### src/rtl/rr_grant_arbiter.sv
// Round-robin req/gnt arbiter: one registered one-hot grant, hold limit, one-cycle gap between grants.
// Latency: req high in cycle k while idle -> gnt high in cycle k+1.
// Backpressure: none; requesters hold req until granted, and a req that drops before arbitration is lost.
module rr_grant_arbiter #(
  parameter int NUM_REQ  = 4,
  parameter int MAX_HOLD = 8,
  parameter int ID_W     = (NUM_REQ > 1) ? $clog2(NUM_REQ) : 1,
  parameter int HOLD_W   = (MAX_HOLD > 0) ? $clog2(MAX_HOLD + 1) : 1
) (
  input  logic               clk,
  input  logic               reset,
  input  logic [NUM_REQ-1:0] req,
  output logic [NUM_REQ-1:0] gnt,
  output logic [ID_W-1:0]    gnt_id,
  output logic               busy,
  output logic               timeout,
  output logic [ID_W-1:0]    timeout_id
);

  typedef enum logic [1:0] {
    ST_IDLE  = 2'd0,
    ST_GRANT = 2'd1,
    ST_GAP   = 2'd2
  } state_t;

  state_t              state, state_nxt;
  logic [NUM_REQ-1:0]  gnt_nxt;
  logic [ID_W-1:0]     gnt_id_nxt;
  logic                busy_nxt;
  logic                timeout_nxt;
  logic [ID_W-1:0]     timeout_id_nxt;
  logic [HOLD_W-1:0]   hold_cnt, hold_nxt;
  logic [ID_W-1:0]     ptr, ptr_nxt;

  logic                win_found;
  logic [ID_W-1:0]     win_id;
  logic                owner_req;
  logic                hold_at_limit;
  logic [ID_W-1:0]     ptr_after_owner;

  // Pick the first active request at or above the pointer, wrapping around.
  always_comb begin
    int idx;
    win_found = 1'b0;
    win_id    = '0;
    idx       = 0;
    for (int i = 0; i < NUM_REQ; i++) begin
      idx = int'(ptr) + i;
      if (idx >= NUM_REQ) idx = idx - NUM_REQ;
      if (!win_found && req[idx]) begin
        win_found = 1'b1;
        win_id    = ID_W'(idx);
      end
    end
  end

  // The owner's request level, hold-limit test and post-grant pointer (owner becomes lowest priority).
  always_comb begin
    owner_req       = req[gnt_id];
    hold_at_limit   = (MAX_HOLD != 0) && (hold_cnt == HOLD_W'(MAX_HOLD));
    ptr_after_owner = (gnt_id == ID_W'(NUM_REQ - 1)) ? '0 : gnt_id + 1'b1;
  end

  // Next-state and next-output logic; every grant ends through GAP so grants never abut.
  always_comb begin
    state_nxt      = state;
    gnt_nxt        = '0;
    gnt_id_nxt     = gnt_id;
    hold_nxt       = hold_cnt;
    ptr_nxt        = ptr;
    timeout_nxt    = 1'b0;
    timeout_id_nxt = timeout_id;
    case (state)
      ST_GRANT: begin
        if (!owner_req) begin
          state_nxt = ST_GAP;
          ptr_nxt   = ptr_after_owner;
        end else if (hold_at_limit) begin
          state_nxt      = ST_GAP;
          ptr_nxt        = ptr_after_owner;
          timeout_nxt    = 1'b1;
          timeout_id_nxt = gnt_id;
        end else begin
          gnt_nxt = gnt;
          // Saturate so an unlimited hold never wraps back to a small count.
          if (hold_cnt != {HOLD_W{1'b1}}) hold_nxt = hold_cnt + 1'b1;
        end
      end
      default: begin
        if (win_found) begin
          state_nxt        = ST_GRANT;
          gnt_nxt[win_id]  = 1'b1;
          gnt_id_nxt       = win_id;
          hold_nxt         = HOLD_W'(1);
        end else begin
          state_nxt = ST_IDLE;
        end
      end
    endcase
    busy_nxt = |gnt_nxt;
  end

  // State and registered outputs; reset drops any grant without a timeout pulse.
  always_ff @(posedge clk) begin
    if (reset) begin
      state      <= ST_IDLE;
      gnt        <= '0;
      gnt_id     <= '0;
      busy       <= 1'b0;
      timeout    <= 1'b0;
      timeout_id <= '0;
      hold_cnt   <= '0;
      ptr        <= '0;
    end else begin
      state      <= state_nxt;
      gnt        <= gnt_nxt;
      gnt_id     <= gnt_id_nxt;
      busy       <= busy_nxt;
      timeout    <= timeout_nxt;
      timeout_id <= timeout_id_nxt;
      hold_cnt   <= hold_nxt;
      ptr        <= ptr_nxt;
    end
  end

endmodule

### config.mk
export PLATFORM = sky130hd
export DESIGN_NAME = rr_grant_arbiter
export DESIGN_NICKNAME = d
export VERILOG_FILES = /design/src/rtl/rr_grant_arbiter.sv
export SDC_FILE = /design/constraint.sdc
export NUM_CORES = 1
export LEC_CHECK = 0
export CAP_MARGIN = 15
export CORE_ASPECT_RATIO = 0.7
export CORE_MARGIN = 8
export CORE_UTILIZATION = 45
export DETAILED_ROUTE_END_ITERATION = 7
export GPL_TIMING_DRIVEN = 0
export PLACE_DENSITY = 0.74
export SYNTH_ARGS = -nofsm -noshare
export SYNTH_HDL_FRONTEND = slang
export SYNTH_SLANG_ARGS = --single-unit
export TNS_END_PERCENT = 5
### constraint.sdc
create_clock -name clk -period 3.39 [get_ports clk]
set_clock_uncertainty 0.2 [all_clocks]
set_input_delay 0.339 -clock clk [delete_from_list [all_inputs] [get_ports clk]]
set_output_delay 0.339 -clock clk [all_outputs]
set_load 0.02 [all_outputs]
==> reports/results.tsv <==
stage	metric	value	unit
power_and_ir_drop	power_density	396.5	nW/um^2
synth	netlist-cell-type-count	43	
placement	port_buffers	14	
clock_network	cts-root-buf	clkbuf_4	
timing	tns	0	ps
route	wl_per_cell	14.80	um
power_and_ir_drop	cellLeakagePower	0.4316	nW
clock_network	path_clk_slew	100	ps
setup_path	r2r_slack	1460	ps
timing	rsz0062_at_grt	false	
timing	tightest_slew	640.3	ps
clock_network	cts_buffers	3	
synth	syn_inst	94	
clock_network	cts_max_level	1	
cells_and_area	area_growth	20.32	%
placement	dp_hpwl	1553	um
route	via_count	796	
cells_and_area	antenna_cells	0	
timing	fin_crit_sh	59.02	%
global_route	antenna_found_initial	0	
global_route	grt_max_degree	11	
setup_path	cp_slowest_cell	clkdlybuf4s50_1	
synth	synth_most_common_cell	dfxtp_1	
global_route	grtUsageTotal	11.64	%
floorplan	initial_core_util	45.88	%
floorplan	ios	16	
setup_path	start_kind	input pin	
synth	async_reset_ff_share	0	%
synth	yosys-top-cells-area	dfxtp_1 (38%), mux2i_1 (5.3%), ha_1 (4.0%)	
floorplan	dieArea	3856	sq um
floorplan	die_x	70.87	um
route	drt-total-wl	1998	um
synth	synth_ff_type	dfxtp_1	
clock_network	cts_tree	built	
setup_path	path_cells	clkdlybuf4s50_1, or4_4, nand3b_1, nor4b_1, a22o_1	
timing	period_needed	2001	ps
setup_path	endpoint_kind	register	
timing	max_slew_margin	56.71	%
route	drt_iter0_drc	10	
setup_path	cp_data_required_time	3430	ps
clock_network	post_cts_buffers	0	
synth	ys.warnings.count	0	
clock_network	cts_resized	0	
clock_network	cts.sinks	18	
timing	fmax	499.8	MHz
setup_path	r2r_cells	4	
clock_network	clk_latency	290	ps
global_route	grt_pass1_wl	3539	um
setup_path	cp_slowest_stage_delay	580	ps
run_status	outcome	complete, no violations	
synth	syn_avg_cell_area	10.09	sq um
synth	synth_top_cell_area_share	37.99	%
setup_path	worstSetupEndpoint	gnt[1]$_SDFF_PP0_	
route	viasPerCell	5.896	
route	first_pass_iters	4	
flow_run	drv_cap	0	
clock_network	clk_path_buf_depth	2	
cells_and_area	fin_nets	122	
synth	synth_area_leader_cell	dfxtp_1	
setup_path	crit_fanout	7	
floorplan	fp.coreArea	2067	sq um
timing	final_hold_viol_count	0	
synth	synth.net_count	103	
placement	dpl_cell_area	1119	sq um
cells_and_area	design_area	1141	sq um
setup_path	crit_cells	5	
timing	finalMaxSlewViolations	0	
route	ant_nets	0	
synth	synthTopCellsByCount	dfxtp_1 (18), nor2_1 (10), a21oi_1 (5), mux2i_1 (5)	
synth	yosysSeqAreaShare	37.99	%
floorplan	rows	14	
timing	report.final.setup_viol	0	
setup_path	crit_family	simple AND/OR/NAND/NOR gates	
cells_and_area	drive_above_1_share	16.22	%
global_route	grt_overflow	0	
global_route	first_global_vias	791	
setup_path	crit_start	req[3]	
setup_path	path_buf_inv	1	
hold_path	hold_class	in2reg	
route	drc	0	
setup_path	arrival	2040	ps
synth	netlist_area	948.4	sq um
setup_path	crit_type	in2reg	
synth	synth-edff-count	0	
power_and_ir_drop	vdd_drop_max	0.0002106	V
setup_path	reg2reg_from	gnt_id[0]$_SDFFE_PP0P_	
placement	place.gp.congestion	0.8051	
floorplan	die_y	54.41	um
setup_path	r2r-end	ptr[1]$_SDFFE_PP0P_	
clock_network	cts_hold_buffers	0	
synth	synth_seq_cells	18	
state kept, by name, indices dropped and copies added, names as in the netlist:
| signal | count |
|---|---|
| busy | 1 |
| gnt | 4 |
| gnt_id | 2 |
| hold_cnt | 4 |
| ptr | 2 |
| state | 2 |
| timeout | 1 |
| timeout_id | 2 |
metrics by stage:
| step | util (%) | hold slack, ps | setup slack [ps] | total power [mW] | std cells |
|---|---|---|---|---|---|
| finish | 55.21 | 172.8 | 1389 | 0.4525 | 135 |
| floorplan | - | 292.0 | 1510 | 0.3148 | 94 |
| global placement | 54.12 | 278.8 | 1064 | 0.3501 | 132 |
| global route | 55.21 | 187.2 | 1262 | 0.4797 | 135 |
| CTS | 55.21 | 169.4 | 1407 | 0.4582 | 135 |
| detailed placement | 54.12 | 292.1 | 1092 | 0.3520 | 132 |
worst min-delay path by stage:
| stage | start | slack [ps] | cells past startpoint | endpoint |
|---|---|---|---|---|
| after floorplan | hold_cnt[1]$_SDFFE_PP0P_ | 290 | 2 | hold_cnt[1]$_SDFFE_PP0P_ |
| after global placement | timeout_id[1]$_SDFFE_PP0P_ | 280 | 2 | timeout_id[1]$_SDFFE_PP0P_ |
| after detailed placement | gnt[2]$_SDFF_PP0_ | 290 | 1 | gnt[2]$_SDFF_PP0_ |
| after CTS | reset | 170 | 2 | state[1]$_SDFFE_PP0P_ |
| after global routing | reset | 190 | 2 | state[1]$_SDFFE_PP0P_ |
| final | reset | 170 | 2 | state[1]$_SDFFE_PP0P_ |
metal layers:
layer | routed length [um] | track usage, %
met5 | 0 | 0
met3 | 147 | 5.119
met4 | 13 | 3.082
met1 | 979 | 13.22
met2 | 857 | 20.06
layout make-up:
class | count | area (sq um)
plain buffers | 3 | 12.51
clock buffers | 3 | 22.52
fillers | 191 | 925.9
inverters | 4 | 15.01
multi-input cells | 69 | 560.5
flip-flops and latches | 18 | 360.3
well taps | 24 | 30.03
repair buffers | 14 | 140.1
cell families after synthesis:
kind of cell / after synthesis / share of synthesized area [%]
and+or+nand+nor: 35 / 23.75
AOI/OAI and AO/OA: 24 / 22.82
DFF: 18 / 38.00
buffers and inverters: 7 / 2.902
muxes: 6 / 7.652
adders and majority gates: 3 / 3.958
xor gates and xnor gates: 1 / 0.9237
report_power, final:
part,switching [mW],total [mW],internal [mW],leakage (nW)
clock,0.0637,0.105,0.0414,0.0138
sequential,0.0115,0.236,0.225,0.147
combinational,0.0621,0.111,0.0493,0.271
cells in the final DEF, fill, tap and decap left out, types with 2 or more instances in the layout:
| cell type | netlist | layout |
|---|---|---|
| dfxtp_1 | 18 | 18 |
| clkdlybuf4s50_1 | 0 | 14 |
| nor2_1 | 10 | 10 |
| a21oi_1 | 5 | 5 |
| mux2i_1 | 5 | 5 |
| inv_1 | 4 | 4 |
| nand2_1 | 4 | 4 |
| nand2b_1 | 3 | 3 |
| ha_1 | 3 | 3 |
| clkbuf_4 | 0 | 3 |
| a21o_1 | 2 | 2 |
| clkbuf_1 | 2 | 2 |
| nand3b_1 | 2 | 2 |
| nand3_2 | 2 | 2 |
| a32o_1 | 2 | 2 |
| a22o_1 | 2 | 2 |
| o31ai_1 | 2 | 2 |
(Power assumes the default switching activity.)
